`src/rtl/noc_cpu_port.sv`:
```
// NoC endpoint for one CPU: ingress FIFO (CPU -> network, tagged with cpu_index) and egress FIFO
// (network -> CPU), transfer counters with sticky done flags. NOC_CPU_PORT_CHECKSUM_EN adds XOR checksums.
`timescale 1ns/1ps

module noc_cpu_port_fifo #(
  parameter int DEPTH = 4,
  parameter int W     = 64
) (
  input  logic         clk,
  input  logic         rst_n,
  input  logic         push,
  input  logic [W-1:0] push_data,
  input  logic         pop,
  output logic         full,
  output logic         empty,
  output logic [W-1:0] head
);
  localparam int PW = $clog2(DEPTH);
  localparam int CW = $clog2(DEPTH + 1);

  logic [W-1:0]  mem_q [DEPTH];
  logic [W-1:0]  mem_d [DEPTH];
  logic [PW-1:0] wr_ptr_q, wr_ptr_d, rd_ptr_q, rd_ptr_d;
  logic [CW-1:0] count_q, count_d;

  // Callers only push when not full and only pop when not empty.
  always_comb begin
    mem_d    = mem_q;
    wr_ptr_d = wr_ptr_q;
    rd_ptr_d = rd_ptr_q;
    count_d  = count_q;
    if (push) begin
      mem_d[wr_ptr_q] = push_data;
      wr_ptr_d        = wr_ptr_q + PW'(1);
    end
    if (pop) rd_ptr_d = rd_ptr_q + PW'(1);
    case ({push, pop})
      2'b10:   count_d = count_q + CW'(1);
      2'b01:   count_d = count_q - CW'(1);
      default: count_d = count_q;
    endcase
  end

  always_ff @(posedge clk or negedge rst_n) begin
    if (!rst_n) begin
      for (int i = 0; i < DEPTH; i++) mem_q[i] <= '0;
      wr_ptr_q <= '0;
      rd_ptr_q <= '0;
      count_q  <= '0;
    end else begin
      mem_q    <= mem_d;
      wr_ptr_q <= wr_ptr_d;
      rd_ptr_q <= rd_ptr_d;
      count_q  <= count_d;
    end
  end

  assign full  = (count_q == CW'(DEPTH));
  assign empty = (count_q == '0);
  assign head  = mem_q[rd_ptr_q];
endmodule

module noc_cpu_port #(
  parameter int DEPTH          = 4,
  parameter int TRANSACTION_NB = 1000
) (
  input  logic        clk,
  input  logic        rst_n,
  input  logic [31:0] cpu_index,
  input  logic        data_cpu_to_noc_vld,
  input  logic [63:0] data_cpu_to_noc,
  output logic        data_cpu_to_noc_rdy,
  output logic        data_noc_to_cpu_vld,
  output logic [63:0] data_noc_to_cpu,
  input  logic        data_noc_to_cpu_rdy,
  output logic        net_out_vld,
  output logic [63:0] net_out_data,
  output logic [31:0] net_out_src,
  input  logic        net_out_rdy,
  input  logic        net_in_vld,
  input  logic [63:0] net_in_data,
  output logic        net_in_rdy,
  output logic [31:0] tx_count,
  output logic [31:0] rx_count,
  output logic        tx_done,
  output logic        rx_done
`ifdef NOC_CPU_PORT_CHECKSUM_EN
  ,
  output logic [63:0] tx_checksum,
  output logic [63:0] rx_checksum
`endif
);
  logic        up_q, up_d;
  logic        ing_full, ing_empty, eg_full, eg_empty;
  logic [95:0] ing_head;
  logic        tx_fire, rx_fire, ing_pop, eg_push;
  logic [31:0] tx_count_q, tx_count_d, rx_count_q, rx_count_d;
  logic        tx_done_q, tx_done_d, rx_done_q, rx_done_d;

  // Ready depends only on flops, so there is no input-to-ready combinational path.
  assign data_cpu_to_noc_rdy = up_q && !ing_full;
  assign net_in_rdy          = up_q && !eg_full;

  assign tx_fire = data_cpu_to_noc_vld && data_cpu_to_noc_rdy;
  assign eg_push = net_in_vld && net_in_rdy;

  assign net_out_vld                 = !ing_empty;
  assign {net_out_src, net_out_data} = ing_head;
  assign ing_pop                     = net_out_vld && net_out_rdy;
  assign data_noc_to_cpu_vld         = !eg_empty;
  assign rx_fire                     = data_noc_to_cpu_vld && data_noc_to_cpu_rdy;

  noc_cpu_port_fifo #(.DEPTH(DEPTH), .W(96)) u_ingress (
    .clk       (clk),
    .rst_n     (rst_n),
    .push      (tx_fire),
    .push_data ({cpu_index, data_cpu_to_noc}),
    .pop       (ing_pop),
    .full      (ing_full),
    .empty     (ing_empty),
    .head      (ing_head)
  );

  noc_cpu_port_fifo #(.DEPTH(DEPTH), .W(64)) u_egress (
    .clk       (clk),
    .rst_n     (rst_n),
    .push      (eg_push),
    .push_data (net_in_data),
    .pop       (rx_fire),
    .full      (eg_full),
    .empty     (eg_empty),
    .head      (data_noc_to_cpu)
  );

  // Done flags are sticky: a later counter wrap does not clear them.
  always_comb begin
    up_d       = 1'b1;
    tx_count_d = tx_count_q + {31'd0, tx_fire};
    rx_count_d = rx_count_q + {31'd0, rx_fire};
    tx_done_d  = tx_done_q || (tx_count_d == 32'(TRANSACTION_NB));
    rx_done_d  = rx_done_q || (rx_count_d == 32'(TRANSACTION_NB));
  end

  always_ff @(posedge clk or negedge rst_n) begin
    if (!rst_n) begin
      up_q       <= 1'b0;
      tx_count_q <= '0;
      rx_count_q <= '0;
      tx_done_q  <= 1'b0;
      rx_done_q  <= 1'b0;
    end else begin
      up_q       <= up_d;
      tx_count_q <= tx_count_d;
      rx_count_q <= rx_count_d;
      tx_done_q  <= tx_done_d;
      rx_done_q  <= rx_done_d;
    end
  end

  assign tx_count = tx_count_q;
  assign rx_count = rx_count_q;
  assign tx_done  = tx_done_q;
  assign rx_done  = rx_done_q;

`ifdef NOC_CPU_PORT_CHECKSUM_EN
  logic [63:0] tx_checksum_q, tx_checksum_d, rx_checksum_q, rx_checksum_d;

  always_comb begin
    tx_checksum_d = tx_fire ? (tx_checksum_q ^ data_cpu_to_noc) : tx_checksum_q;
    rx_checksum_d = rx_fire ? (rx_checksum_q ^ data_noc_to_cpu) : rx_checksum_q;
  end

  always_ff @(posedge clk or negedge rst_n) begin
    if (!rst_n) begin
      tx_checksum_q <= '0;
      rx_checksum_q <= '0;
    end else begin
      tx_checksum_q <= tx_checksum_d;
      rx_checksum_q <= rx_checksum_d;
    end
  end

  assign tx_checksum = tx_checksum_q;
  assign rx_checksum = rx_checksum_q;
`endif
endmodule

```
`config.mk`:
```
export PLATFORM = sky130hd
export DESIGN_NAME = noc_cpu_port
export DESIGN_NICKNAME = d
export VERILOG_FILES = /design/src/rtl/noc_cpu_port.sv
export SDC_FILE = /design/constraint.sdc
export NUM_CORES = 1
export LEC_CHECK = 0
export CORE_UTILIZATION = 60
export CTS_CLUSTER_DIAMETER = 100
export DETAILED_ROUTE_END_ITERATION = 10
export PLACE_DENSITY = 0.95
export REMOVE_ABC_BUFFERS = 1
export SYNTH_ARGS = -nofsm -noshare
export SYNTH_HDL_FRONTEND = slang
export SYNTH_SLANG_ARGS = --single-unit
```
`constraint.sdc`:
```
create_clock -name clk -period 5.8 [get_ports clk]
set_input_delay 0.58 -clock clk [delete_from_list [all_inputs] [get_ports clk]]
set_output_delay 0.58 -clock clk [all_outputs]
set_load 0.01 [all_outputs]
```
## Yosys cells after proc, flatten, opt, wreduce, memory -nomap -nowiden

Cells that the tools add are included.

| storage, ports and cells | value |
|---|---|
| bits in registers | 721 |
| output and inout port bits | 230 |
| input port bits | 166 |

| operators by class | value |
|---|---|
| reductions and logical operators | 18 |
| eq/ne operators | 8 |
| $lt $le $gt $ge | 6 |
| bitwise logic cells | 4 |
| muxes and demuxes | 14 |
| $add $sub $neg | 10 |

Operator list:

| operator | number |
|---|---|
| $bwmux 384 | 1 |
| $mux 96 | 3 |
| $bwmux 256 | 1 |
| $bmux 96 s2 | 1 |
| $demux 96 s2 | 1 |
| $mux 64 | 3 |
| $bmux 64 s2 | 1 |
| $demux 64 s2 | 1 |
| $add 32x1->32 | 2 |
| $eq 32x10->1 const B | 2 |
| $ge 3x3->1 const B | 4 |
| $not 2->3 | 4 |
| $pmux 3 s2 | 2 |
| $add 2x1->2 const B | 4 |
| $logic_and 1x1->1 | 8 |
| $add 3x1->3 const B | 2 |
| $eq 3x3->1 const B | 2 |
| $logic_not 3->1 | 2 |
| $lt 3x1->1 const B | 2 |
| $sub 3x1->3 const B | 2 |
| $eq 2x1->1 const B | 2 |
| $eq 2x2->1 const B | 2 |
| $logic_not 1->1 | 4 |
| $reduce_bool 2->1 | 2 |
| $logic_or 1x1->1 | 2 |

## Longest topological paths before layout

| logic depth | value |
|---|---|
| depth after elaboration | 7 |
| gate-level depth with buffers | 13 |

## Hierarchy

From an unflattened synthesis, not the netlist that was laid out.

| unflattened totals | value |
|---|---|
| cell total of the unflattened synthesis | 1986 |
| area total of the unflattened synthesis | 32208.4 um^2 |

By module, submodules not included:

| module | cells each | area an instance (um^2) | seq. area each (um^2) | times used |
|---|---|---|---|---|
| noc_cpu_port_fifo (u_ingress) | 963 | 16918.7 | 9784.4 | 1 |
| noc_cpu_port_fifo (u_egress) | 651 | 11508.5 | 6581.3 | 1 |
| noc_cpu_port | 372 | 3781.1 | 1676.6 | 1 |

## Least setup slack after synthesis

OpenSTA, ideal clock, no wires.

| timing path | value |
|---|---|
| path kind | register -> register |
| start | reg u_ingress.count_q[0] |
| end | reg tx_done_q, in the netlist tx_done |
| arrival time | 2.844 ns |
| stages on the path, launching flop included | 14 |
| clock period less this slack | 2.910 ns |
| required time | 5.734 ns |
| slack | 2.890 ns |
| cell sequence | dfrtp_1 inv_1 a31oi_1 and2_1 buf_2 ha_1 ha_1 nand4_1 nor4_4 nand3_1 xnor2_1 nor4_1 and4b_1 a31o_1 |

| between the ends | value |
|---|---|
| longest elaborated chain between the ends | 7 |

Ends and longest elaborated chain:

| what | line | source |
|---|---|---|
| from (decl) | 24 | `logic [CW-1:0] count_q, count_d;` |
| from (signal assigned) | 54 | `count_q <= count_d;` |
| $eq 3x3->1 | 58 | `assign full = (count_q == CW'(DEPTH));` |
| $logic_not 1->1 | 101 | `assign data_cpu_to_noc_rdy = up_q && !ing_full;` |
| $logic_and 1x1->1 | 101 |  |
| via data_cpu_to_noc_rdy | 72 | `output logic data_cpu_to_noc_rdy,` |
| $logic_and 1x1->1 | 104 | `assign tx_fire = data_cpu_to_noc_vld && data_cpu_to_noc_rdy;` |
| via tx_fire | 96 | `logic tx_fire, rx_fire, ing_pop, eg_push;` |
| $add 32x1->32 | 138 | `tx_count_d = tx_count_q + {31'd0, tx_fire};` |
| via tx_count_d[22] | 97 | `logic [31:0] tx_count_q, tx_count_d, rx_count_q, rx_count_d;` |
| $eq 32x10->1 | 140 | `tx_done_d = tx_done_q \|\| (tx_count_d == 32'(TRANSACTION_NB));` |
| $logic_or 1x1->1 | 140 |  |
| via tx_done_d | 98 | `logic tx_done_q, tx_done_d, rx_done_q, rx_done_d;` |
| to (signal assigned) | 155 | `tx_done_q <= tx_done_d;` |
| to (decl) | 98 |  |

The timed path passes the listed nets, and every way through them passes these cells.
A chain may end at the register's enable or synchronous reset.

## Final worst setup path

| timing path | value |
|---|---|
| start | reg u_egress.rd_ptr_q[1] |
| end | out data_noc_to_cpu[13] |

| between the ends | value |
|---|---|
| longest elaborated chain between the ends | 4 |

Ends and longest elaborated chain:

| what | line | source |
|---|---|---|
| from (decl) | 23 | `logic [PW-1:0] wr_ptr_q, wr_ptr_d, rd_ptr_q, rd_ptr_d;` |
| from (signal assigned) | 53 | `rd_ptr_q <= rd_ptr_d;` |
| $not 2->3 (implied by the code) | 60 | `assign head = mem_q[rd_ptr_q];` |
| $bmux 64 s2 | 60 |  |
| $mux 64 (implied by the code) (2 in a row) | 60 |  |
| to (decl) | 74 | `output logic [63:0] data_noc_to_cpu,` |

Every way passes these cells. The select of a mux whose other input is x is not followed.

==> reports/qor_table.md <==
| Quantity | Value |
|:---|:---|
| Effective utilization at floorplan | 0.612 |
| Die W | 231 µm |
| Detailed Route Iter0 Violations | 1,097 |
| Maximum number of pins on one net before global-route repair | 182 |
| Fraction of the cycle the final worst path needs | 0.654 |
| Total of cells resized after clock tree synthesis | 0 |
| Overall die area | 53,600 µm² |
| Worst endpoint required time | 5.22 ns |
| Core region area | 51,600 µm² |
| Hold_buf cts | 0 |
| Sort of element at the end of the critical path | output pin |
| Part of the Yosys area used for sequential elements | 0.571 |
| Max incr delay on CP | 1.06 ns |
| Maximum ir drop on the vdd rail | 0.314 mV |
| Combined global-route utilization of all metal layers | 0.300 |
| Average wire length per cell after detail routing | 25.3 µm |
| Post-detailed-routing wire length | 77,900 µm |
| Number of enable flip-flop cells after synthesis | 0 |
| Latest clock arrival within the worst-skew pair | 0.61 ns |
| Number of levels the H-tree was split into | 3 |
| Parity-gate share of the synthesized area counting xor and xnor cells | 0.0218 |
| Combinational family with the most area after synthesis | multiplexers |
| Final antenna-violating net count | 0 |
| GRT Residual Overflow | 0 |
| Number of flip-flops and latches in the synthesized netlist | 721 |
| FFs w/ async S/R, synth | 1.00 |
| First-pass iteration count of the detailed router | 5 |
| Vias | 19,000 |
| Class of the tightest hold or removal check | in -> async |
| Most common cell after layout, fill and taps aside | sky130_fd_sc_hd__dfrtp_1 |
| Top-level port count | 396 |
| Buffer cell driving the clock tree root | sky130_fd_sc_hd__clkbuf_16 |
| Outcome | complete, no violations |
| Layout overhead on the synthesized area | 22.7% |
| Static power due to leakage | 16.6 nW |
| Count of standard-cell rows | 83 |
| Via density per instance | 6.17 |
| Post-synthesis compound-gate area fraction | 0.00472 |
| Post-Syn Instances | 1,939 |
| Category of the critical setup timing path | reg -> out |
| Transition time at the pin with the least slew margin | 1.14 ns |
| Antenna violations before repair | 18 |
| Setup crit start kind | flip-flop |
| Minimum clock period after layout | 3.80 ns |
| Synth warn | 0 |
| Proportion of synthesized area in mux cells | 0.344 |
| Port bufs | 395 |
| Number of remaining DRC errors | 0 |
| Final sum of negative setup slack | 0 ns |
| Power density cells | 600 nW/µm² |
| Synth unique cells | 57 |
| Worst-case clock skew | 0.0189 ns |
| Floorplan die height | 231 µm |
| Clk sink count | 721 |
| Max-slew violation count | 0 |
| Number of setup buffers added after CTS | 0 |
| RSZ-0062 raised after global routing | false |
| Clock slew at reported path FFs | 0.06 ns |
| Number of buffers between clock root and the deepest sink | 3 |
| Total of max-cap violations | 0 |
| Post-synth design cell area | 31,600 µm² |
| Utilization after layout | 0.751 |
| Post-detail-place hpwl | 49,400 µm |
| Post-route cell area | 38,700 µm² |
| Via count of the first global-routing pass | 21,200 |
| Final count of negative-setup-slack endpoints | 0 |
| Worst-path cell chain | buf_4 > mux4_2 > clkdlybuf4s50_1 |
| Placement-stage cell area | 36,200 µm² |
| Synthesized-area fraction occupied by and/or/nand/nor cells | 0.0330 |
| Wire length of the first global-routing pass | 123,000 µm |
| TritonCTS clock tree | yes |
| Final weighted congestion of routability-driven global placement | 0.890 |
| Relative slew slack | 0.237 |
| Syn Area/Cell | 16.3 µm² |
| Cts bufs inserted | 75 |
| Hold Fails Final Rpt | 0 |
| Final nets | 2,508 |
| Area share of fa/ha/maj cells after synthesis | 0.00721 |
| Arrival time of data at the critical path endpoint | 3.22 ns |
| Fraction of layout cells with a size suffix above 1 | 0.408 |
| F_max | 263 MHz |
| Commonest register cell after synthesis | sky130_fd_sc_hd__dfrtp_1 |
| Library cell contributing the largest single delay on the critical path | sky130_fd_sc_hd__dfrtp_2 |
| Flop-to-flop setup slack | 2.12 ns |
| Worst Path Max Fanout | 38 |
| Top library cells by usage in the layout, fill and taps aside | sky130_fd_sc_hd__dfrtp_1 (717), sky130_fd_sc_hd__mux2_2 (640), sky130_fd_sc_hd__clkdlybuf4s50_1 (394) |
layout make-up:
type | instances | area, µm²
Antenna cell | 14 | 35.0
Clock buffer | 116 | 2250
Fill cell | 2945 | 12900
Inverter | 21 | 78.8
Multi-Input combinational cell | 1087 | 13000
Tap cell | 680 | 851
Clock inverter | 18 | 277
Timing Repair Buffer | 419 | 4190
Sequential cell | 721 | 18100
cells by family after synthesis:
family / Yosys count
AND/OR/NAND/NOR: 166
other: 1
flip-flops: 721
multiplexers: 804
XOR/XNOR: 77
adder cells (fa/ha/maj): 17
AO/OA/AOI/OAI: 22
buffers and inverters: 131
metrics by stage:
step	setup WS, ns	instances	hold slack, ns	power [mW]
global placement	1.97	2928	0.460	17.5
global route	1.79	3075	0.0810	24.3
CTS	1.89	3062	0.0486	23.4
finish	2.00	3076	0.0264	23.2
detailed placement	1.92	2928	0.475	18.2
floorplan	0.749	1829	0.284	14.1
flip-flops by register name, summed over array words and instances, names as in the netlist:
name / cells
u_ingress.mem_q: 384
u_ingress.rd_ptr_q: 2
u_egress.rd_ptr_q: 2
rx_count: 32
u_egress.wr_ptr_q: 2
u_egress.mem_q: 256
rx_done: 1
up_q: 1
tx_done: 1
u_ingress.count_q: 3
u_egress.count_q: 3
tx_count: 32
u_ingress.wr_ptr_q: 2
report_power, final:
group / total [mW] / internal, mW / leakage, nW / switching (mW)
clock network: 4.94 / 2.95 / 1.24 / 1.99
registers: 8.90 / 7.37 / 8.78 / 1.53
logic: 9.40 / 5.76 / 6.55 / 3.64
final timing paths:
check                                     start              endpoint  depth (start not counted)
min reg2reg                u_ingress.count_q[2]  u_ingress.count_q[2]                          1
max                        u_egress.rd_ptr_q[1]   data_noc_to_cpu[13]                          3
min                                       rst_n  u_ingress.mem_q[101]                          1
max reg2reg                u_ingress.count_q[0]               tx_done                         12
min in group clk           u_ingress.count_q[2]  u_ingress.count_q[2]                          1
max in group asynchronous                 rst_n   u_egress.mem_q[121]                          2
layer usage:
metal,global-route usage,vias up,part of all wire
li1,-,8021,-
met1,0.373,10100,0.38
met2,0.495,607,0.51
met3,0.0744,228,0.061
met4,0.143,10,0.046
met5,0,-,0.00085
cells in the mapped netlist, types with 18 or more instances:
cell type	instances	area [µm²]
sky130_fd_sc_hd__xnor2_1	50	438
sky130_fd_sc_hd__inv_1	21	78.8
sky130_fd_sc_hd__xor2_1	25	219
sky130_fd_sc_hd__nor2_1	18	67.6
sky130_fd_sc_hd__mux2_2	640	7210
sky130_fd_sc_hd__nand2_1	29	109
sky130_fd_sc_hd__clkbuf_1	19	71.3
sky130_fd_sc_hd__nand4_1	21	131
sky130_fd_sc_hd__mux4_2	160	3600
sky130_fd_sc_hd__buf_2	57	285
sky130_fd_sc_hd__nand3_1	28	140
sky130_fd_sc_hd__dfrtp_1	721	18000
sky130_fd_sc_hd__buf_1	32	120
critical path, delay by kind of cell, from the launching register on:
family / cells / cell delay [ns]
muxes: 1 / 0.39
buffers and inverters: 2 / 1.13
DFF: 1 / 1.06
Note: power is estimated with default switching activity, not from simulation.
